[config.mk]
export PLATFORM = sky130hd
export DESIGN_NAME = alu_muldiv_seq_flat
export DESIGN_NICKNAME = d
export VERILOG_FILES = /design/src/rtl/alu_muldiv_seq_if.sv /design/src/rtl/alu_muldiv_seq.sv /design/src/flat_wrapper.sv
export SDC_FILE = /design/constraint.sdc
export NUM_CORES = 1
export LEC_CHECK = 0
export ABC_AREA = 0
export CELL_PAD_IN_SITES_DETAIL_PLACEMENT = 0
export CELL_PAD_IN_SITES_GLOBAL_PLACEMENT = 2
export CORE_AREA = 10 10 128 130
export CTS_BUF_LIST = sky130_fd_sc_hd__clkbuf_2 sky130_fd_sc_hd__clkbuf_4 sky130_fd_sc_hd__clkbuf_8
export DETAILED_ROUTE_END_ITERATION = 12
export DIE_AREA = 0 0 138 140
export MAX_ROUTING_LAYER = met4
export PLACE_DENSITY = 0.83
export SKIP_LAST_GASP = 1
export SYNTH_ARGS = -nofsm -noshare
export SYNTH_HDL_FRONTEND = slang
export SYNTH_SLANG_ARGS = --single-unit
[constraint.sdc]
create_clock -name i_w_clk -period 5.45 [get_ports i_w_clk]
set_clock_uncertainty 0.1 [all_clocks]
set_input_delay 0.8175 -clock i_w_clk [delete_from_list [all_inputs] [get_ports i_w_clk]]
set_output_delay 0.8175 -clock i_w_clk [all_outputs]
set_load 0.01 [all_outputs]
[src/rtl/alu_muldiv_seq_if.sv]
// Bundle between the mul/div sequencer, its requester and the datapath ALU.
// Slave modport is the sequencer side; master is the requester/ALU side.
interface alu_muldiv_seq_if #(
    parameter int N  = 16,
    parameter int FW = 5,
    parameter int OW = 4
);
    logic          i_w_start;
    logic          i_w_op;
    logic [N-1:0]  i_w_a;
    logic [N-1:0]  i_w_b;
    logic          o_w_busy;
    logic          o_w_done;
    logic          o_w_dbz;
    logic [N-1:0]  o_w_res_hi;
    logic [N-1:0]  o_w_res_lo;
    logic [OW-1:0] o_w_alu_opcode;
    logic [N-1:0]  o_w_alu_in1;
    logic [N-1:0]  o_w_alu_in2;
    logic          o_w_alu_carry;
    logic          o_w_alu_oe;
    logic [N-1:0]  i_w_alu_out;
    logic [FW-1:0] i_w_alu_flags;

    modport slave (
        input  i_w_start, i_w_op, i_w_a, i_w_b,
        input  i_w_alu_out, i_w_alu_flags,
        output o_w_busy, o_w_done, o_w_dbz,
        output o_w_res_hi, o_w_res_lo,
        output o_w_alu_opcode, o_w_alu_in1, o_w_alu_in2,
        output o_w_alu_carry, o_w_alu_oe
    );

    modport master (
        output i_w_start, i_w_op, i_w_a, i_w_b,
        output i_w_alu_out, i_w_alu_flags,
        input  o_w_busy, o_w_done, o_w_dbz,
        input  o_w_res_hi, o_w_res_lo,
        input  o_w_alu_opcode, o_w_alu_in1, o_w_alu_in2,
        input  o_w_alu_carry, o_w_alu_oe
    );
endinterface

[src/rtl/alu_muldiv_seq.sv]
// Multi-cycle unsigned shift-add multiply / restoring divide that borrows
// the datapath ALU for its add/subtract steps, one step per clock.
module alu_muldiv_seq #(
    parameter int p_data_width   = 16,
    parameter int p_flags_width  = 5,
    parameter int p_opcode_width = 4,
    parameter logic [p_opcode_width-1:0] p_opcode_ADC  = 4'd0,
    parameter logic [p_opcode_width-1:0] p_opcode_SBB1 = 4'd1
) (
    input  logic              i_w_clk,
    input  logic              i_w_rst_n,
    alu_muldiv_seq_if.slave   bus
);
    localparam int N  = p_data_width;
    localparam int CW = $clog2(N + 1);

    typedef enum logic [1:0] {
        S_IDLE,
        S_MUL,
        S_DIV,
        S_DONE
    } state_t;

    state_t              state, state_nxt;
    logic [N-1:0]        h, h_nxt;
    logic [N-1:0]        l, l_nxt;
    logic [N-1:0]        b, b_nxt;
    logic [CW-1:0]       cnt, cnt_nxt;
    logic                dbz, dbz_nxt;

    logic [p_opcode_width-1:0] alu_opcode;
    logic [N-1:0]        alu_in1;
    logic [N-1:0]        alu_in2;
    logic                alu_oe;
    logic                alu_c;
    logic [N-1:0]        t;
    logic                msb;
    logic                flags_unused;

    // Carry (ADC) and borrow (SBB1) both come back on flags[0].
    assign alu_c        = bus.i_w_alu_flags[0];
    assign flags_unused = ^bus.i_w_alu_flags[p_flags_width-1:1];

    // Next-state, datapath update and ALU drive for the current step.
    always_comb begin
        state_nxt  = state;
        h_nxt      = h;
        l_nxt      = l;
        b_nxt      = b;
        cnt_nxt    = cnt;
        dbz_nxt    = dbz;
        alu_opcode = p_opcode_ADC;
        alu_in1    = '0;
        alu_in2    = '0;
        alu_oe     = 1'b0;
        t          = {h[N-2:0], l[N-1]};
        msb        = h[N-1];
        unique case (state)
            S_IDLE, S_DONE: begin
                if (state == S_DONE) state_nxt = S_IDLE;
                if (bus.i_w_start) begin
                    b_nxt   = bus.i_w_b;
                    cnt_nxt = CW'(N);
                    dbz_nxt = 1'b0;
                    h_nxt   = '0;
                    l_nxt   = bus.i_w_a;
                    if (!bus.i_w_op) begin
                        state_nxt = S_MUL;
                    end else if (bus.i_w_b == '0) begin
                        // Divisor zero: all-ones quotient, dividend as remainder.
                        h_nxt     = bus.i_w_a;
                        l_nxt     = '1;
                        dbz_nxt   = 1'b1;
                        state_nxt = S_DONE;
                    end else begin
                        state_nxt = S_DIV;
                    end
                end
            end
            S_MUL: begin
                alu_opcode = p_opcode_ADC;
                alu_in1    = h;
                alu_in2    = b;
                alu_oe     = 1'b1;
                if (l[0]) begin
                    h_nxt = {alu_c, bus.i_w_alu_out[N-1:1]};
                    l_nxt = {bus.i_w_alu_out[0], l[N-1:1]};
                end else begin
                    h_nxt = {1'b0, h[N-1:1]};
                    l_nxt = {h[0], l[N-1:1]};
                end
                cnt_nxt = cnt - CW'(1);
                if (cnt == CW'(1)) state_nxt = S_DONE;
            end
            S_DIV: begin
                alu_opcode = p_opcode_SBB1;
                alu_in1    = t;
                alu_in2    = b;
                alu_oe     = 1'b1;
                // A shifted-out msb means the partial remainder already exceeds B.
                if (msb || !alu_c) begin
                    h_nxt = bus.i_w_alu_out;
                    l_nxt = {l[N-2:0], 1'b1};
                end else begin
                    h_nxt = t;
                    l_nxt = {l[N-2:0], 1'b0};
                end
                cnt_nxt = cnt - CW'(1);
                if (cnt == CW'(1)) state_nxt = S_DONE;
            end
            default: state_nxt = S_IDLE;
        endcase
    end

    // State and operand registers.
    always_ff @(posedge i_w_clk or negedge i_w_rst_n) begin
        if (!i_w_rst_n) begin
            state <= S_IDLE;
            h     <= '0;
            l     <= '0;
            b     <= '0;
            cnt   <= '0;
            dbz   <= 1'b0;
        end else begin
            state <= state_nxt;
            h     <= h_nxt;
            l     <= l_nxt;
            b     <= b_nxt;
            cnt   <= cnt_nxt;
            dbz   <= dbz_nxt;
        end
    end

    assign bus.o_w_busy       = (state == S_MUL) || (state == S_DIV);
    assign bus.o_w_done       = (state == S_DONE);
    assign bus.o_w_dbz        = dbz;
    assign bus.o_w_res_hi     = h;
    assign bus.o_w_res_lo     = l;
    assign bus.o_w_alu_opcode = alu_opcode;
    assign bus.o_w_alu_in1    = alu_in1;
    assign bus.o_w_alu_in2    = alu_in2;
    assign bus.o_w_alu_carry  = 1'b0;
    assign bus.o_w_alu_oe     = alu_oe;
endmodule

[src/flat_wrapper.sv]
// flat-port wrapper written by rule: the top's interface ports become plain ports
module alu_muldiv_seq_flat 
#(
    parameter int p_data_width   = 16,
    parameter int p_flags_width  = 5,
    parameter int p_opcode_width = 4,
    parameter logic [p_opcode_width-1:0] p_opcode_ADC  = 4'd0,
    parameter logic [p_opcode_width-1:0] p_opcode_SBB1 = 4'd1
)
  (i_w_clk, i_w_rst_n, bus_i_w_start, bus_i_w_op, bus_i_w_a, bus_i_w_b, bus_i_w_alu_out, bus_i_w_alu_flags, bus_o_w_busy, bus_o_w_done, bus_o_w_dbz, bus_o_w_res_hi, bus_o_w_res_lo, bus_o_w_alu_opcode, bus_o_w_alu_in1, bus_o_w_alu_in2, bus_o_w_alu_carry, bus_o_w_alu_oe);
  alu_muldiv_seq_if #(.N((16)), .FW(5), .OW(4)) bus_i ();
  input  logic i_w_clk;
  input  logic i_w_rst_n;
  input wire logic [$bits(bus_i.i_w_start)-1:0] bus_i_w_start;
  input wire logic [$bits(bus_i.i_w_op)-1:0] bus_i_w_op;
  input wire logic [$bits(bus_i.i_w_a)-1:0] bus_i_w_a;
  input wire logic [$bits(bus_i.i_w_b)-1:0] bus_i_w_b;
  input wire logic [$bits(bus_i.i_w_alu_out)-1:0] bus_i_w_alu_out;
  input wire logic [$bits(bus_i.i_w_alu_flags)-1:0] bus_i_w_alu_flags;
  output wire logic [$bits(bus_i.o_w_busy)-1:0] bus_o_w_busy;
  output wire logic [$bits(bus_i.o_w_done)-1:0] bus_o_w_done;
  output wire logic [$bits(bus_i.o_w_dbz)-1:0] bus_o_w_dbz;
  output wire logic [$bits(bus_i.o_w_res_hi)-1:0] bus_o_w_res_hi;
  output wire logic [$bits(bus_i.o_w_res_lo)-1:0] bus_o_w_res_lo;
  output wire logic [$bits(bus_i.o_w_alu_opcode)-1:0] bus_o_w_alu_opcode;
  output wire logic [$bits(bus_i.o_w_alu_in1)-1:0] bus_o_w_alu_in1;
  output wire logic [$bits(bus_i.o_w_alu_in2)-1:0] bus_o_w_alu_in2;
  output wire logic [$bits(bus_i.o_w_alu_carry)-1:0] bus_o_w_alu_carry;
  output wire logic [$bits(bus_i.o_w_alu_oe)-1:0] bus_o_w_alu_oe;
  assign bus_i.i_w_start = bus_i_w_start;
  assign bus_i.i_w_op = bus_i_w_op;
  assign bus_i.i_w_a = bus_i_w_a;
  assign bus_i.i_w_b = bus_i_w_b;
  assign bus_i.i_w_alu_out = bus_i_w_alu_out;
  assign bus_i.i_w_alu_flags = bus_i_w_alu_flags;
  assign bus_o_w_busy = bus_i.o_w_busy;
  assign bus_o_w_done = bus_i.o_w_done;
  assign bus_o_w_dbz = bus_i.o_w_dbz;
  assign bus_o_w_res_hi = bus_i.o_w_res_hi;
  assign bus_o_w_res_lo = bus_i.o_w_res_lo;
  assign bus_o_w_alu_opcode = bus_i.o_w_alu_opcode;
  assign bus_o_w_alu_in1 = bus_i.o_w_alu_in1;
  assign bus_o_w_alu_in2 = bus_i.o_w_alu_in2;
  assign bus_o_w_alu_carry = bus_i.o_w_alu_carry;
  assign bus_o_w_alu_oe = bus_i.o_w_alu_oe;
  alu_muldiv_seq #(.p_data_width(p_data_width), .p_flags_width(p_flags_width), .p_opcode_width(p_opcode_width), .p_opcode_ADC(p_opcode_ADC), .p_opcode_SBB1(p_opcode_SBB1)) u_core (.i_w_clk(i_w_clk), .i_w_rst_n(i_w_rst_n), .bus(bus_i));
endmodule
==> run metrics, run 1 <==
Die Span Y 140 microns; vias post-DR 2962; post_cts resized 0; Worst Hold End u_core.b[15]; commonest non-fill, non-tap cells in the layout clkdlybuf4s50_1 (120), dfrtp_1 (56), mux2i_1 (31); top-area cell type share of the netlist area 41.3%; Seq pwr share 25.9%; fin crit period 3.57 ns; mean routed wirelength per cell 19.7 microns; worst hold stages 1; H-tree levels 2; FF-to-FF Start u_core.state[0]; Iteration-0 DRC Markers 174; Slew headroom 27.2%; die area 0.0193 sq mm; CP arrival 2.65 ns; outcome finished, final reports clean; VDD IR max 277 uV; final wirelength 11800 microns; io pins 130; 1st-pass router iterations 4; reg-to-reg slack, setup 2.33 ns; Synth Register Bits 56; Port Buffers 121; Synth cell types 35; Core ar. 0.0138 sq mm; RSZ-0062 raised after global routing no; Via density 4.92; Max Slew Vio Count 0; Syn. warnings 0; initial cell density of the core 24.7%; gp weighted congestion 0.774; total CTS buffers 5; switching share of power 41.7%; Residual DRC 0; largest net degree at the start of global routing 57; area leader, netlist dfrtp_1; post-synthesis area per instance 10.8 sq um; Horiz. Die Dim 138 microns; clk sink count 56; Setup TNS 0 ns; Worst Hold Launch u_core.b[15]; commonest non-fill, non-tap cell in the layout clkdlybuf4s50_1; Tightest Pin Transition 1.09 ns; vias in the first global route 3175; Setup CP Type reg2out; antenna violations before repair 1; layout cells sized above 1 15.4%; FF-to-FF path depth 5; detailed placement HPWL 8500 microns; crit end category output port; Clk Latency, worst-skew pair 0.32 ns; CTS tree yes; combinational share of power 64.4%; synthesized area 0.00340 sq mm; PnR worst setup slack 1.88 ns; register area share after synthesis 41.3%; leakage 2.03 nW; launch point of the worst path u_core.state[0]; CTS clk-pin slew, worst paths 0.11 ns; remaining antenna violation count 0; DP Worst Slack 2.19 ns; P_int 0.00174 W; GRT Total Usage 12.1%; clock share of power 9.7%; Power Dens Cells 618 mW/mm^2; worst-path maximum fanout 46; CTS max path bufs 2; WP data required 4.53 ns; post-synthesis instance total 315; maximum clock rate 280 MHz; Setup Buffers After CTS 0; endpoints failing setup 0; Hold Crit Class reg2reg; R2R Path End u_core.bus.o_w_res_hi[3]; first-pass GRT wire length 18500 microns; Nets 482; Hold Violations, Final 0; synthesis-to-layout area growth 42.2%; total congestion overflow 0; max-cap viol count 0; root buf cell clkbuf_8; switching power 0.00125 W; crit share post-route 65.5%; crit start category flop; top cells by area, synth dfrtp_1 (41%), mux2i_1 (9.1%), mux2_2 (5.6%), o221a_2 (5.3%), a221o_1 (4.7%); Hold-fix buffers, CTS 0; std cell rows 43
worst max-delay path by stage:
stage	to	slack (ns)	depth (start not counted)
floorplan	bus_o_w_alu_in1[10]	2.93	6
global placement	bus_o_w_alu_oe	2.21	4
detailed placement	bus_o_w_alu_oe	2.19	4
CTS	bus_o_w_alu_oe	1.83	4
global route	bus_o_w_alu_in1[12]	1.69	5
finish	bus_o_w_alu_oe	1.88	4
critical path, cell delays in order, from the launching register on:
cell	delay, ns
dfrtp_1	0.41
inv_1	0.06
ha_2	0.95
inv_1	0.34
clkdlybuf4s50_1	0.57
metal layers:
metal  wire (microns)  part of all wire [%]  track usage, %  up-vias
met5                0                     0               -        -
met4               31                  0.26            1.72        0
met3              858                   7.3            4.02        2
met2             5440                    46            18.5      106
met1             5510                    47            15.4     1454
li1                 -                     -               -     1400
kinds of logic after synthesis:
logic type      synth area share [%]
compound gates                  24.5
simple gates                    11.3
flops                           41.3
mux                             14.8
buf+inv                         5.67
fa+ha+maj                       1.84
xor+xnor                       0.516
other cells                    0.110
area by class of cell:
type                            count  area, sq um
Sequential cell                    56         1400
Fill cell                        1424         8940
Tap cell                          180          225
Clock inverter                      3         46.3
Multi-Input combinational cell    224         1820
Clock buffer                        5         68.8
Inverter                            7         26.3
Timing Repair Buffer              126         1240
Antenna cell                        1         2.50
per-stage QoR:
step / hold WS (ns) / instances / cell area [sq um] / power, W / util, %
after floorplan: 0.371 / 318 / 3410 / 0.00195 / -
after global placement: 0.369 / 593 / 4710 / 0.00270 / 34.2
after detailed placement: 0.372 / 593 / 4710 / 0.00272 / 34.2
after CTS: 0.411 / 601 / 4830 / 0.00303 / 35.0
after global routing: 0.437 / 602 / 4830 / 0.00322 / 35.1
final: 0.408 / 602 / 4830 / 0.00298 / 35.1
flip-flops by register name (all words and copies together) (netlist names):
register	count
u_core.bus.o_w_res_hi	16
u_core.bus.o_w_res_lo	16
u_core.b	16
u_core.state	2
u_core.cnt	5
u_core.bus.o_w_dbz	1
power by group through the flow:
stage / sequential (W) / clock, W / combinational, W
floorplan: 0.000769 / 0 / 0.00118
global placement: 0.000772 / 0 / 0.00192
detailed placement: 0.000782 / 0 / 0.00194
CTS: 0.000774 / 0.000303 / 0.00196
global route: 0.000800 / 0.000316 / 0.00210
finish: 0.000772 / 0.000291 / 0.00192
Yosys cell counts:
cell and n:
a21oi_1 2, conb_1 1, buf_4 7, nand2_1 23, o221a_2 16, nand4_2 1, nor4_2 3, o21ai_0 4
xnor2_1 2, nand2b_1 2, inv_1 7, clkbuf_1 11, a22oi_1 17, o221ai_1 16, mux2i_1 31, ha_1 5
dfrtp_1 56, a221o_1 16, a22o_1 1, a21o_1 9, buf_1 4, a311o_2 1, buf_6 2, a21o_2 8
buf_2 7, nor3_4 1, nor2_1 21, o21bai_4 1, mux2_2 17, nor2b_1 17, nor3_1 1, a31oi_1 1
o22ai_1 2, nor4_4 1, nand2_2 1
(Power assumes the default switching activity.)
==> run 2: changes to the inputs <==
- clock period: 5.45 -> 3.4 ns (I/O delays scaled with it)
==> run metrics, run 2 (synthesis results as in run 1) <==
Post-Layout Cell Count 606 (was 602); std cell rows 43 (unchanged); post_cts resized 0 (unchanged); worst-path maximum fanout 25 (was 46); CTS tree yes (unchanged); crit end category output port (unchanged); endpoints failing setup 0 (unchanged); reg-to-reg slack, setup 1.06 ns (was 2.33 ns); DP Worst Slack 0.909 ns (was 2.19 ns); diode count 0 (was 1); clk sink count 56 (unchanged); Hold-fix buffers, CTS 0 (unchanged); io pins 130 (unchanged); Residual DRC 0 (unchanged); CTS max path bufs 2 (unchanged); total CTS buffers 5 (unchanged); Nets 487 (was 482); FF-to-FF Start u_core.state[0] (unchanged); H-tree levels 2 (unchanged); Core ar. 0.0138 sq mm (unchanged); WHS 0.0673 ns (was 0.408 ns); first-pass GRT wire length 18500 microns (about the same); antenna violations before repair 0 (was 1); total congestion overflow 0 (unchanged); fin crit period 2.80 ns; mean routed wirelength per cell 19.4 microns (was 19.7 microns); Total Power 0.00475 W (was 0.00298 W); initial cell density of the core 24.7% (unchanged); Tightest Pin Transition 0.711 ns (was 1.09 ns); Max Slew Vio Count 0 (unchanged); final wirelength 11800 microns (about the same); 1st-pass router iterations 4 (unchanged); commonest non-fill, non-tap cell in the layout clkdlybuf4s50_1 (unchanged); CP arrival 2.19 ns (was 2.65 ns); crit share post-route 82.4%; Hold Crit Class in2async (was reg2reg); Port Buffers 121 (unchanged); FF-to-FF path depth 6 (was 5); crit start category flop (unchanged); root buf cell clkbuf_8 (unchanged); register area 0.00140 sq mm (unchanged); Setup CP Type reg2out (unchanged); WP data required 2.79 ns (was 4.53 ns); Horiz. Die Dim 138 microns (unchanged); R2R Path End u_core.bus.o_w_res_hi[1] (was u_core.bus.o_w_res_hi[3]); Clk Latency, worst-skew pair 0.32 ns (about the same); multi-input logic area 0.00182 sq mm (unchanged); CTS clk-pin slew, worst paths 0.12 ns (was 0.11 ns); RSZ-0062 raised after global routing no (unchanged); VDD IR max 478 uV (was 277 uV); layout cells sized above 1 16.4% (was 15.4%); Slew headroom 52.6% (was 27.2%); PnR worst setup slack 0.598 ns (was 1.88 ns); leakage 2.05 nW (was 2.03 nW); GRT Total Usage 12.0% (was 12.1%); gp weighted congestion 0.780 (was 0.774); Via density 4.88 (was 4.92); outcome finished, final reports clean (unchanged); commonest non-fill, non-tap cells in the layout clkdlybuf4s50_1 (120), dfrtp_1 (56), mux2i_1 (31) (unchanged); Hold Violations, Final 0 (unchanged); detailed placement HPWL 8740 microns (was 8500 microns); Iteration-0 DRC Markers 149 (was 174); largest net degree at the start of global routing 49 (was 57); max-cap viol count 0 (unchanged); Setup TNS 0 ns (unchanged); maximum clock rate 357 MHz; Setup Buffers After CTS 0 (unchanged); die area 0.0193 sq mm (unchanged); fillers 1413 (was 1424); Power Dens Cells 977 mW/mm^2 (was 618 mW/mm^2); vias post-DR 2960 (was 2962); remaining antenna violation count 0 (unchanged); Placed Cells 598 (was 593); vias in the first global route 3298 (was 3175); Die Span Y 140 microns (unchanged); synthesis-to-layout area growth 43.1% (was 42.2%)
[run 2: cell type report]
cell class,count,share of cell area (%)
multi-input cells,224,37.4
repair buffers,131,26.6
clock inverters,3,0.567
flip-flops and latches,56,28.8
well taps,180,4.64
inverters,7,0.541
clock buffers,5,1.42
[run 2: worst max-delay path by stage]
stage                               start                   to  slack, ns  cells after the start
after floorplan           u_core.state[0]  bus_o_w_alu_in1[10]       1.19                      6
after global placement    u_core.state[0]   bus_o_w_alu_in1[6]       0.89                      5
after detailed placement  u_core.state[0]   bus_o_w_alu_in1[6]       0.91                      5
after CTS                 u_core.state[0]   bus_o_w_alu_in1[1]       0.55                      5
after global routing      u_core.state[0]  bus_o_w_alu_in1[15]       0.39                      5
final                     u_core.state[0]   bus_o_w_alu_in1[6]       0.60                      5
[run 2: per-stage QoR]
step	area, sq um	utilization (%)
finish	4860	35.3
global route	4860	35.3
detailed placement	4760	34.6
global placement	4760	34.6
CTS	4860	35.3
floorplan	3410	-
[run 2: layer usage]
layer	vias up	part of all wire [%]	track usage, %
met5	-	0	-
met4	0	0.73	2.05
met3	10	7.3	3.82
met2	101	47	19.1
met1	1443	45	14.7
li1	1406	-	-
[run 2: power by group]
part           leakage [nW]  switching, W  internal [W]
Clock                0.0463      0.000239      0.000152
Combinational          1.31       0.00149       0.00164
Sequential            0.692      0.000264      0.000966
Total                  2.05       0.00199       0.00276
[run 2: critical path: stages (launching register included)]
cell	delay, ns
dfrtp_1	0.42
inv_1	0.07
ha_2	0.53
a22oi_1	0.14
nor2_1	0.14
clkdlybuf4s50_1	0.56
==> run 3: changes to the inputs <==
- PLACE_DENSITY: 0.83 -> 0.86
- clock period: 3.4 -> 2.45 ns (I/O delays scaled with it)
==> run metrics, run 3 (synthesis results as in run 1) <==
max-cap viol count 0 (unchanged); Core ar. 0.0138 sq mm (unchanged); commonest non-fill, non-tap cell in the layout clkdlybuf4s50_1 (unchanged); 1st-pass router iterations 4 (unchanged); total congestion overflow 0 (unchanged); Final Instance Area 0.00511 sq mm (was 0.00486 sq mm); gp weighted congestion 0.793 (was 0.780); WP data required 1.98 ns (was 2.79 ns); Power Dens Cells 1360 mW/mm^2 (was 977 mW/mm^2); crit start category flop (unchanged); total CTS buffers 5 (unchanged); largest net degree at the start of global routing 57 (was 49); DP Area 0.00488 sq mm (was 0.00476 sq mm); Core Util, Final 37.1% (was 35.3%); Clk Latency, worst-skew pair 0.32 ns (about the same); Hold Violations, Final 0 (unchanged); outcome finished, final reports clean (unchanged); clk sink count 56 (unchanged); synthesis-to-layout area growth 50.4% (was 43.1%); met2 Use GR 19.3% (was 19.1%); Tightest Pin Transition 0.762 ns (was 0.711 ns); detailed placement HPWL 8830 microns (was 8740 microns); antenna violations before repair 0 (unchanged); Setup CP Type reg2out (unchanged); Horiz. Die Dim 138 microns (unchanged); initial cell density of the core 24.7% (unchanged); CTS tree yes (unchanged); Port Buffers 121 (unchanged); mean routed wirelength per cell 19.1 microns (was 19.4 microns); CTS clk-pin slew, worst paths 0.11 ns (was 0.12 ns); Hold Crit Class in2async (unchanged); Via density 4.93 (was 4.88); CTS max path bufs 2 (unchanged); layout cells sized above 1 19.9% (was 16.4%); Hold-fix buffers, CTS 0 (unchanged); leakage 2.49 nW (was 2.05 nW); VDD IR max 519 uV (was 478 uV); M3 GR Usage 3.45% (was 3.82%); endpoints failing setup 0 (unchanged); first-pass GRT wire length 18500 microns (about the same); Nets 503 (was 487); std cell rows 43 (unchanged); commonest non-fill, non-tap cells in the layout clkdlybuf4s50_1 (88), dfrtp_1 (56), mux2i_1 (31) (was clkdlybuf4s50_1 (120), dfrtp_1 (56), mux2i_1 (31)); final wirelength 11900 microns (was 11800 microns); Iteration-0 DRC Markers 134 (was 149); maximum clock rate 430 MHz; root buf cell clkbuf_8 (unchanged); fin crit period 2.32 ns; Total Power 0.00696 W (was 0.00475 W); gr busiest metal met2 (unchanged); vias in the first global route 3341 (was 3298); RSZ-0062 raised after global routing yes (was no); Residual DRC 0 (unchanged); remaining antenna violation count 0 (unchanged); met1 Track Usage GR 14.7% (about the same); CP arrival 1.86 ns (was 2.19 ns); GRT Total Usage 11.9% (was 12.0%); io pins 130 (unchanged); Die Span Y 140 microns (unchanged); worst-path maximum fanout 6 (was 25); diode count 0 (unchanged); crit share post-route 94.9%; die area 0.0193 sq mm (unchanged); Max Slew Vio Count 0 (unchanged); crit end category output port (unchanged); vias post-DR 3065 (was 2960); H-tree levels 2 (unchanged); Slew headroom 49.2% (was 52.6%)
run 3: path summary, 6_finish.rpt:
kind	startpoint	end	slack, ns	cells after the start
max in group asynchronous	i_w_rst_n	u_core.bus.o_w_res_lo[6]	1.64	2
worst max-delay path	u_core.state[0]	bus_o_w_alu_oe	0.13	4
worst max register to register	u_core.state[0]	u_core.bus.o_w_res_hi[2]	0.22	10
worst min register to register	u_core.b[3]	u_core.b[3]	0.41	1
min in group i_w_clk	u_core.b[3]	u_core.b[3]	0.41	1
worst min-delay path	i_w_rst_n	u_core.b[11]	0.08	2
run 3: layout make-up:
cell class	instances	area [sq um]
clock inverters	3	26.3
repair buffers	147	1530
multi-input cells	224	1830
well taps	180	225
clock buffers	5	68.8
flip-flops and latches	56	1400
inverters	7	30.0
fillers	1408	8670
run 3: metal layers:
layer	vias up	share of wire (%)	wire length [microns]
li1	1443	-	-
met1	1494	45	5390
met2	123	48	5670
met3	5	6.3	750
met4	0	0.43	51
met5	-	0	0
run 3: per-stage QoR:
stage | setup WS (ns) | std cells | hold slack [ns] | setup TNS, ns
after floorplan | 0.382 | 318 | -0.0281 | 0
after global placement | 0.184 | 607 | 0.379 | 0
after detailed placement | 0.122 | 607 | 0.384 | 0
after CTS | 0.000790 | 619 | 0.113 | 0
after global routing | -0.0000440 | 622 | 0.156 | -0.0000440
final | 0.125 | 622 | 0.0834 | 0
run 3: critical path: stages (launching register included):
cell,delay [ns]
dfrtp_1,0.41
inv_1,0.09
ha_4,0.35
clkinvlp_4,0.18
clkdlybuf4s50_1,0.52
run 3: what timing repair did:
action / CTS / global route
endpoints found under the setup margin: 34 / 20
buffers inserted: 3 / 3
pin swaps: 0 / 0
gates resized for setup: 17 / 19
cloned: 1 / 0
run 3: power breakdown:
group          leakage [nW]  switching, W  internal [W]  total, W
sequential            0.692      0.000383       0.00134   0.00172
combinational          1.76       0.00215       0.00254   0.00469
clock                0.0423      0.000340      0.000209  0.000549
total                  2.49       0.00287       0.00409   0.00696
